[config.mk]
export PLATFORM = sky130hd
export DESIGN_NAME = arm_multicycle_ctl
export DESIGN_NICKNAME = d
export VERILOG_FILES = /design/src/rtl/arm_multicycle_ctl.sv
export SDC_FILE = /design/constraint.sdc
export NUM_CORES = 1
export LEC_CHECK = 0
export ABC_AREA = 1
export CORE_UTILIZATION = 43
export DETAILED_ROUTE_END_ITERATION = 10
export PLACE_DENSITY = 0.81
export SLEW_MARGIN = 20
export SYNTH_ARGS = -nofsm -noshare
export SYNTH_HDL_FRONTEND = slang
export SYNTH_SLANG_ARGS = --single-unit
export TNS_END_PERCENT = 100
[constraint.sdc]
create_clock -name i_clk -period 2.3 [get_ports i_clk]
set_input_delay 0.23 -clock i_clk [delete_from_list [all_inputs] [get_ports i_clk]]
set_output_delay 0.23 -clock i_clk [all_outputs]
set_load 0.03 [all_outputs]
[src/rtl/arm_multicycle_ctl.sv]
// Multicycle ARM control FSM: fetch/decode/execute/memory/writeback sequencing, NZCV, sticky fault.
// Optional retired-instruction counter is enabled by defining ARM_CPU_PERF_CNT_EN.
module arm_multicycle_ctl #(
  parameter int unsigned MEM_TIMEOUT = 16,
  parameter int unsigned CNT_W       = 32
) (
  input  logic             i_clk,
  input  logic             i_reset,
  input  logic [3:0]       i_cond,
  input  logic [1:0]       i_op,
  input  logic [5:0]       i_funct,
  input  logic [3:0]       i_rd,
  input  logic [3:0]       i_alu_flags,
  input  logic             i_mem_ready,
  output logic             o_mem_req,
  output logic             o_mem_write,
  output logic             o_adr_src,
  output logic             o_ir_write,
  output logic             o_pc_write,
  output logic             o_reg_write,
  output logic [1:0]       o_alu_src_a,
  output logic [1:0]       o_alu_src_b,
  output logic [1:0]       o_result_src,
  output logic [1:0]       o_imm_src,
  output logic [2:0]       o_alu_ctl,
  output logic [3:0]       o_nzcv,
  output logic             o_instr_done,
  output logic             o_fault,
  output logic [CNT_W-1:0] o_instr_retired
);

  typedef enum logic [3:0] {
    StFetch, StDecode, StMemAdr, StMemRd, StMemWb, StMemWr,
    StExecR, StExecI, StAluWb, StBranch, StFault
  } state_e;

  localparam logic [8:0] TimeoutLim = 9'(MEM_TIMEOUT);

  state_e     r_state, w_state_next;
  logic [3:0] r_nzcv;
  logic [3:0] r_flags;
  logic [7:0] r_wait, w_wait_next;
  logic       w_flags_we, w_nzcv_we;
  logic       w_cond_pass, w_dp_valid, w_is_cmp, w_timeout;
  logic [2:0] w_dp_ctl;
  logic       w_n, w_z, w_c, w_v;

  assign {w_n, w_z, w_c, w_v} = r_nzcv;

  always_comb begin
    w_cond_pass = 1'b0;
    case (i_cond)
      4'b0000: w_cond_pass = w_z;
      4'b0001: w_cond_pass = !w_z;
      4'b0010: w_cond_pass = w_c;
      4'b0011: w_cond_pass = !w_c;
      4'b0100: w_cond_pass = w_n;
      4'b0101: w_cond_pass = !w_n;
      4'b0110: w_cond_pass = w_v;
      4'b0111: w_cond_pass = !w_v;
      4'b1000: w_cond_pass = w_c && !w_z;
      4'b1001: w_cond_pass = !w_c || w_z;
      4'b1010: w_cond_pass = (w_n == w_v);
      4'b1011: w_cond_pass = (w_n != w_v);
      4'b1100: w_cond_pass = !w_z && (w_n == w_v);
      4'b1101: w_cond_pass = w_z || (w_n != w_v);
      4'b1110: w_cond_pass = 1'b1;
      default: w_cond_pass = 1'b0;
    endcase
  end

  always_comb begin
    w_dp_valid = 1'b1;
    w_dp_ctl   = 3'b000;
    case (i_funct[4:1])
      4'b0100: w_dp_ctl = 3'b000;
      4'b0010: w_dp_ctl = 3'b001;
      4'b0000: w_dp_ctl = 3'b010;
      4'b1100: w_dp_ctl = 3'b011;
      4'b1010: w_dp_ctl = 3'b001;
      default: w_dp_valid = 1'b0;
    endcase
  end

  assign w_is_cmp  = (i_funct[4:1] == 4'b1010);
  // Fault lands in the cycle right after the last counted wait cycle.
  assign w_timeout = (({1'b0, r_wait} + 9'd1) >= TimeoutLim);

  always_comb begin
    w_state_next = r_state;
    w_flags_we   = 1'b0;
    w_nzcv_we    = 1'b0;
    o_mem_req    = 1'b0;
    o_mem_write  = 1'b0;
    o_adr_src    = 1'b0;
    o_ir_write   = 1'b0;
    o_pc_write   = 1'b0;
    o_reg_write  = 1'b0;
    o_alu_src_a  = 2'b00;
    o_alu_src_b  = 2'b00;
    o_result_src = 2'b00;
    o_imm_src    = 2'b00;
    o_alu_ctl    = 3'b000;
    o_instr_done = 1'b0;
    o_fault      = 1'b0;
    // Outputs are held quiet for the whole reset so an in-flight access is dropped at once.
    if (!i_reset) begin
      unique case (r_state)
        StFetch: begin
          o_mem_req    = 1'b1;
          o_alu_src_a  = 2'b01;
          o_alu_src_b  = 2'b10;
          o_result_src = 2'b10;
          if (i_mem_ready) begin
            o_ir_write   = 1'b1;
            o_pc_write   = 1'b1;
            w_state_next = StDecode;
          end else if (w_timeout) begin
            w_state_next = StFault;
          end
        end
        StDecode: begin
          o_alu_src_a  = 2'b01;
          o_alu_src_b  = 2'b10;
          o_result_src = 2'b10;
          if (!w_cond_pass) begin
            o_instr_done = 1'b1;
            w_state_next = StFetch;
          end else if (i_op == 2'b00) begin
            if (!w_dp_valid)     w_state_next = StFault;
            else if (i_funct[5]) w_state_next = StExecI;
            else                 w_state_next = StExecR;
          end else if (i_op == 2'b01 && !i_funct[5]) begin
            w_state_next = StMemAdr;
          end else if (i_op == 2'b10 && !i_funct[4]) begin
            w_state_next = StBranch;
          end else begin
            w_state_next = StFault;
          end
        end
        StExecR, StExecI: begin
          o_alu_src_b  = (r_state == StExecI) ? 2'b01 : 2'b00;
          o_alu_ctl    = w_dp_ctl;
          w_flags_we   = 1'b1;
          w_state_next = StAluWb;
        end
        StAluWb: begin
          if (!w_is_cmp) begin
            if (i_rd == 4'd15) o_pc_write  = 1'b1;
            else               o_reg_write = 1'b1;
          end
          w_nzcv_we    = i_funct[0] || w_is_cmp;
          o_instr_done = 1'b1;
          w_state_next = StFetch;
        end
        StMemAdr: begin
          o_alu_src_b  = 2'b01;
          o_imm_src    = 2'b01;
          o_alu_ctl    = i_funct[3] ? 3'b000 : 3'b001;
          w_state_next = i_funct[0] ? StMemRd : StMemWr;
        end
        StMemRd, StMemWr: begin
          o_mem_req   = 1'b1;
          o_adr_src   = 1'b1;
          o_mem_write = (r_state == StMemWr);
          if (i_mem_ready) begin
            if (r_state == StMemWr) begin
              o_instr_done = 1'b1;
              w_state_next = StFetch;
            end else begin
              w_state_next = StMemWb;
            end
          end else if (w_timeout) begin
            w_state_next = StFault;
          end
        end
        StMemWb: begin
          o_result_src = 2'b01;
          if (i_rd == 4'd15) o_pc_write  = 1'b1;
          else               o_reg_write = 1'b1;
          o_instr_done = 1'b1;
          w_state_next = StFetch;
        end
        StBranch: begin
          o_alu_src_b  = 2'b01;
          o_imm_src    = 2'b10;
          o_result_src = 2'b10;
          o_pc_write   = 1'b1;
          o_instr_done = 1'b1;
          w_state_next = StFetch;
        end
        StFault: o_fault = 1'b1;
        default: w_state_next = StFault;
      endcase
    end
  end

  assign w_wait_next = (o_mem_req && !i_mem_ready && (w_state_next == r_state)) ?
                       r_wait + 8'd1 : 8'd0;

  always_ff @(posedge i_clk or posedge i_reset) begin
    if (i_reset) begin
      r_state <= StFetch;
      r_nzcv  <= 4'b0000;
      r_flags <= 4'b0000;
      r_wait  <= 8'd0;
    end else begin
      r_state <= w_state_next;
      r_wait  <= w_wait_next;
      if (w_flags_we) r_flags <= i_alu_flags;
      if (w_nzcv_we)  r_nzcv  <= r_flags;
    end
  end

  assign o_nzcv = r_nzcv;

`ifdef ARM_CPU_PERF_CNT_EN
  logic [CNT_W-1:0] r_retired;

  always_ff @(posedge i_clk or posedge i_reset) begin
    if (i_reset) begin
      r_retired <= '0;
    end else if (o_instr_done && r_state != StFault) begin
      r_retired <= r_retired + CNT_W'(1);
    end
  end

  assign o_instr_retired = r_retired;
`else
  assign o_instr_retired = '0;
`endif

endmodule

==> impl_metrics.env, run 1 <==
export IMPL_rsz0062_at_grt="false"
export IMPL_whs_ps=236
export IMPL_yosysSeqAreaShare=0.274
export IMPL_multi_input_area_mm2=0.00103
export IMPL_r2r_setup_slack_ps=510
export IMPL_vdd_drop_max_uv=255
export IMPL_pre_cts_slack_ps=-22.1
export IMPL_core_mm2=0.00403
export IMPL_netlist_area_mm2=0.00183
export IMPL_clk_latency_ps=260
export IMPL_yosysTopAreaCellShare=0.274
export IMPL_synth_edff_count=0
export IMPL_synth_async_reset_ratio=1.00
export IMPL_fin_util=0.584
export IMPL_cts_root_buf="clkbuf_8"
export IMPL_hold_path_class="in2async"
export IMPL_rows=23
export IMPL_yosysUniqueCellTypes=32
export IMPL_crit_slowest_cell="clkdlybuf4s50_1"
export IMPL_grt_pass1_wl_um=6560
export IMPL_antenna_found_initial=0
export IMPL_cts_inserted_buffers=3
export IMPL_maxCapViolCount=0
export IMPL_min_period_ps=2200
export IMPL_num_io_pins=78
export IMPL_r2r_end="r_wait[3]"
export IMPL_synth_top_cell_by_area="dfrtp_1"
export IMPL_nFillCells=418
export IMPL_clk_pin_slew_ps=70
export IMPL_cts_sinks=20
export IMPL_ant_nets=0
export IMPL_dr_pass1_iters=4
export IMPL_avgSynthCellArea_um2=6.26
export IMPL_fin_skew_ps=0.806
export IMPL_crit_chain="inv_2 > buf_4 > nand2_2 > nor3_1 > clkdlybuf4s50_1"
export IMPL_ctsHtreeMaxLevel=1
export IMPL_postCtsHoldBufs=0
export IMPL_ys_flop_type="dfrtp_1"
export IMPL_initial_utilization=0.453
export IMPL_postSynthCellCount=292
export IMPL_ys_warn_count=0
export IMPL_endpoint_kind="primary output"
export IMPL_synth_top_cells_by_count="71 x nand2_1, 41 x nor2_1, 39 x inv_1"
export IMPL_hold_viol=0
export IMPL_yosysMostFrequentCell="nand2_1"
export IMPL_cp_slowest_stage_delay_ps=720
export IMPL_port_buffer_count=43
export IMPL_worstMarginPinSlew_ps=598
export IMPL_cp_start_kind="register"
export IMPL_crit_end="o_imm_src[1]"
export IMPL_finalCritPeriodShare=0.957
export IMPL_wl_per_cell_um=10.1
export IMPL_grt_max_degree=17
export IMPL_die_area_mm2=0.00451
export IMPL_setup_violations=0
export IMPL_place_congestion=0.940
export IMPL_avgViaCountPerCell=4.48
export IMPL_yosys_register_bits=20
export IMPL_drt_initial_drc_count=68
export IMPL_reg2reg_depth=11
export IMPL_wl_um=4060
export IMPL_grt_pass1_vias=1580
export IMPL_relSlewSlack=0.600
export IMPL_grt_usage=0.189
export IMPL_report_final_slew_viol_count=0
export IMPL_area_delta_synth_final_pct=28.9
export IMPL_worst_slack_ps=100
export IMPL_antenna_cells=0
export IMPL_regToRegStartpoint="r_wait[0]"
export IMPL_cts_tree="yes"
export IMPL_cts_max_path_buffers=2
export IMPL_synth_area_leaders="dfrtp_1 27%, nand2_1 15%, buf_4 14%"
export IMPL_dieHeight_um=67.2
export IMPL_critPathMaxFanout=6
export IMPL_dp_hpwl_um=3360
export IMPL_nNetsFinal=379
export IMPL_fmax_ghz=0.455
export IMPL_crit_start="r_state[1]"
export IMPL_power_density_mw_per_mm2=382
export IMPL_grt_ovfl_total=0
export IMPL_crit_required_ps=2070
export IMPL_drive_above_1_share=0.105
export IMPL_remaining_drc_errors=0
export IMPL_status="finished, final reports clean"
export IMPL_vias=1806
export IMPL_ff_latch_area_um2=500
export IMPL_crit_arrival_ps=1970
export IMPL_die_w_um=67.2
export IMPL_power_leakage_nw=1.30
export IMPL_path_class="reg2out"
[per-stage QoR]
| step | setup TNS, ps | area [µm²] | cells | power, W |
|---|---|---|---|---|
| 2_1_floorplan | 0 | 1970 | 329 | 0.000535 |
| 3_3_place_gp | -15.2 | 2290 | 399 | 0.000553 |
| 3_5_place_dp | -22.1 | 2290 | 399 | 0.000555 |
| 4_1_cts | 0 | 2350 | 403 | 0.000907 |
| 5_1_grt | 0 | 2350 | 403 | 0.000938 |
| 6_report | 0 | 2350 | 403 | 0.000899 |
[power breakdown]
part / switching (W) / total (W) / internal [W]
clock network: 0.000117 / 0.000350 / 0.000232
logic: 0.000132 / 0.000191 / 0.0000590
registers: 0.00000305 / 0.000358 / 0.000355
[state kept, by name (all words and copies together) (netlist names)]
register and cells:
r_flags 4, r_state 4, r_wait 8, o_nzcv 4
[cell families (layout without fill, tap and decap cells)]
| group | after synthesis | after routing | share of synthesized area |
|---|---|---|---|
| AOI/OAI and AO/OA | 31 | 31 | 0.104 |
| xor gates and xnor gates | 2 | 2 | 0.00959 |
| adders and majority gates | 2 | 2 | 0.0137 |
| buffers and inverters | 82 | 106 | 0.239 |
| DFF | 20 | 20 | 0.274 |
| other | 1 | 38 | 0.00205 |
| and+or+nand+nor | 154 | 154 | 0.358 |
[worst max-delay path: cells and delay by family, from the launching register on]
kind	cells	cell delay, ps
buffers and inverters	3	940
flip-flops	1	440
AND/OR/NAND/NOR	2	330
[layout by cell type, fill, tap and decap left out]
cell type | netlist | routed
a211oi_1 | 1 | 1
a21oi_1 | 11 | 11
a21oi_2 | 1 | 1
a21oi_4 | 1 | 1
a22oi_1 | 2 | 2
a31oi_1 | 2 | 2
a32o_1 | 1 | 1
and2_1 | 1 | 1
buf_4 | 34 | 14
bufinv_16 | 0 | 1
clkbuf_2 | 0 | 1
clkbuf_8 | 0 | 3
clkdlybuf4s50_1 | 0 | 31
clkinv_1 | 1 | 1
conb_1 | 1 | 38
dfrtp_1 | 20 | 20
dlygate4sd2_1 | 0 | 7
dlymetal6s2s_1 | 0 | 3
ha_1 | 2 | 2
inv_1 | 39 | 39
inv_2 | 6 | 6
nand2_1 | 71 | 71
nand2_2 | 5 | 5
nand3_1 | 18 | 18
nand3_2 | 1 | 1
nand3b_1 | 1 | 1
nand4_1 | 2 | 2
nor2_1 | 41 | 41
nor2_2 | 3 | 3
nor3_1 | 10 | 10
o211ai_1 | 1 | 1
o21ai_0 | 8 | 8
o21ai_1 | 2 | 2
o21bai_1 | 1 | 1
or2_2 | 1 | 1
xnor2_1 | 2 | 2
[worst min-delay path by stage]
stage / to / slack [ps]
after floorplan: o_nzcv[0] / 310
after global placement: r_flags[2] / 490
after detailed placement: r_flags[2] / 500
after CTS: r_state[2] / 250
after global routing: r_state[2] / 270
final: r_state[2] / 240
[per-layer routing]
layer  up-vias  wire [µm]  share of wire  GRT usage
li1        960          -              -          -
met1       783       1760           0.43      0.243
met2        59       2030           0.50      0.336
met3         4        229          0.056     0.0203
met4         0         31         0.0076     0.0479
met5         -          0              0          0
[what timing repair did]
| action | CTS | global route |
|---|---|---|
| resized for setup | 8 | 5 |
| setup endpoints to repair | 8 | 4 |
| buffers inserted | 0 | 0 |
[final cells by class]
type                    count  area share
multi-input cells         227       0.437
repair buffers             56       0.221
flip-flops and latches     20       0.213
inverters                  46      0.0733
well taps                  50      0.0266
clock buffers               3      0.0175
clock inverters             1      0.0128
Note: power is estimated with default switching activity, not from simulation.
==> run 2, diff against run 1 <==
Settings changed: GPL_ROUTABILITY_DRIVEN from default to 0, GPL_TIMING_DRIVEN from default to 0.
==> run 2 against run 1 <==
  * Wire length rose by 3.3%
  * Sequential share of layout area fell by 1.2 points
  * Sequential cell count did not move
  * Critical path type unchanged
  * Critical path depth rose by 1
  * Hold slack got worse by 210 ps
  * Non-clock buffer count rose by 22
  * Global-route usage fell by 0.13 points
  * Sequential power barely moved
  * Final cell count rose by 5.5%
  * Setup slack got worse by 42 ps
  * Clock skew rose by 3.0 ps
==> impl_metrics.env, run 2 (synthesized netlist as in run 1, its figures left out) <==
export IMPL_p_switching_w=0.000262
export IMPL_p_int_w=0.000597
export IMPL_power_w=0.000859
export IMPL_multi_input_area_mm2=0.00103
export IMPL_crit_slowest_cell="clkdlybuf4s50_1"
export IMPL_vdd_drop_max_uv=293
export IMPL_rows=23
export IMPL_layoutNonFillerInstCount=425
export IMPL_crit_arrival_ps=2010
export IMPL_clock_power_share=0.318
export IMPL_crit_chain="inv_2 > nand2_2 > inv_2 > nand2_1 > nor3_1 > clkdlybuf4s50_1"
export IMPL_cts_setup_buffers=0
export IMPL_wl_um=4190
export IMPL_dr_pass1_iters=4
export IMPL_die_w_um=67.2
export IMPL_critPathMaxFanout=7
export IMPL_grt_pass1_vias=1523
export IMPL_dieHeight_um=67.2
export IMPL_min_period_ps=2240
export IMPL_endpoint_kind="primary output"
export IMPL_cts_sinks=20
export IMPL_nFillCells=391
export IMPL_dp_hpwl_um=3360
export IMPL_antenna_found_initial=0
export IMPL_cts_max_path_buffers=2
export IMPL_grt_pass1_wl_um=6520
export IMPL_fin_skew_ps=3.78
export IMPL_power_density_mw_per_mm2=345
export IMPL_worstMarginPinSlew_ps=565
export IMPL_area_delta_synth_final_pct=36.3
export IMPL_hold_path_class="in2async"
export IMPL_power_leakage_nw=1.43
export IMPL_setup_violations=0
export IMPL_core_mm2=0.00403
export IMPL_cp_slowest_stage_delay_ps=700
export IMPL_cts_tree="yes"
export IMPL_report_final_slew_viol_count=0
export IMPL_maxCapViolCount=0
export IMPL_power_frac_seq=0.417
export IMPL_antenna_cells=0
export IMPL_ant_nets=0
export IMPL_ff_latch_area_um2=500
export IMPL_rsz0062_at_grt="false"
export IMPL_drive_above_1_share=0.165
export IMPL_postCtsHoldBufs=0
export IMPL_r2r_setup_slack_ps=500
export IMPL_grt_max_degree=28
export IMPL_initial_utilization=0.453
export IMPL_status="finished, final reports clean"
export IMPL_ctsHtreeMaxLevel=1
export IMPL_p_comb_frac=0.265
export IMPL_finalCritPeriodShare=0.975
export IMPL_grt_ovfl_total=0
export IMPL_dpl_cell_area_mm2=0.00245
export IMPL_path_common_cell="inv_2"
export IMPL_clk_latency_ps=260
export IMPL_layout_commonest_cell="nand2_1"
export IMPL_wl_per_cell_um=9.87
export IMPL_drt_initial_drc_count=134
export IMPL_crit_required_ps=2070
export IMPL_fmax_ghz=0.446
export IMPL_cts_root_buf="clkbuf_8"
export IMPL_path_class="reg2out"
export IMPL_layout_common_cells="71 x nand2_1, 41 x nor2_1, 39 x inv_1, 38 x conb_1, 34 x buf_4"
export IMPL_postLayoutCellArea_mm2=0.00249
export IMPL_nNetsFinal=401
export IMPL_port_buffer_count=42
export IMPL_clk_pin_slew_ps=80
export IMPL_setup_tns_ps=0
export IMPL_avgViaCountPerCell=4.52
export IMPL_grt_usage=0.188
export IMPL_remaining_drc_errors=0
export IMPL_switching_share=0.305
export IMPL_fin_util=0.618
export IMPL_cp_start_kind="register"
export IMPL_hold_viol=0
export IMPL_die_area_mm2=0.00451
export IMPL_vias=1921
export IMPL_placedCellCount=421
export IMPL_largest_reg_flops=8
export IMPL_relSlewSlack=0.622
export IMPL_num_io_pins=78
export IMPL_regMostFlops="r_wait"
export IMPL_cts_inserted_buffers=3
[run 2: routing by layer]
layer / track usage / wire length, µm / up-vias
met2: 0.328 / 2060 / 60
met4: 0.0479 / 45 / 0
met5: 0 / 0 / -
met3: 0.0220 / 294 / 5
met1: 0.245 / 1790 / 857
li1: - / - / 999
[run 2: power by group through the flow]
stage	registers, W	clock network [W]	logic, W
floorplan	0.000364	0	0.000170
global placement	0.000365	0	0.000223
detailed placement	0.000365	0	0.000225
CTS	0.000358	0.000277	0.000226
global route	0.000358	0.000287	0.000249
finish	0.000358	0.000273	0.000228
[run 2: repair_timing]
item / CTS / global route
resized for setup: 9 / 14
endpoints found under the hold margin: 0 / 0
endpoints found under the setup margin: 9 / 8
[run 2: metrics by stage]
stage                     worst slack [ps]  hold slack, ps
after detailed placement              -447             423
final                                 57.7            22.0
after CTS                             20.8            32.4
after global placement                -439             425
after floorplan                        270             310
after global routing                 0.759            55.8
[run 2: worst paths after layout]
check,start,end,cells after the start
min in group i_clk,i_reset,r_state[1],2
hold reg to reg,r_flags[0],r_flags[0],2
setup reg to reg,r_wait[0],r_wait[0],11
max in group asynchronous,i_reset,r_wait[2],2
hold / removal,i_reset,r_flags[1],2
setup / recovery,r_state[3],o_ir_write,6
[run 2: final cells by class]
cell class                      count  area share
Clock buffer                        4      0.0221
Sequential cell                    20       0.201
Buffer                             36       0.106
Inverter                           46      0.0698
Timing Repair Buffer               42       0.163
Multi-Input combinational cell    227       0.413
Tap cell                           50      0.0251
[run 2: worst max-delay path, delay by kind of cell (launching register included)]
family / cells / cell delay, ps
buffers and inverters: 3 / 940
flip-flops: 1 / 420
AND/OR/NAND/NOR: 3 / 380
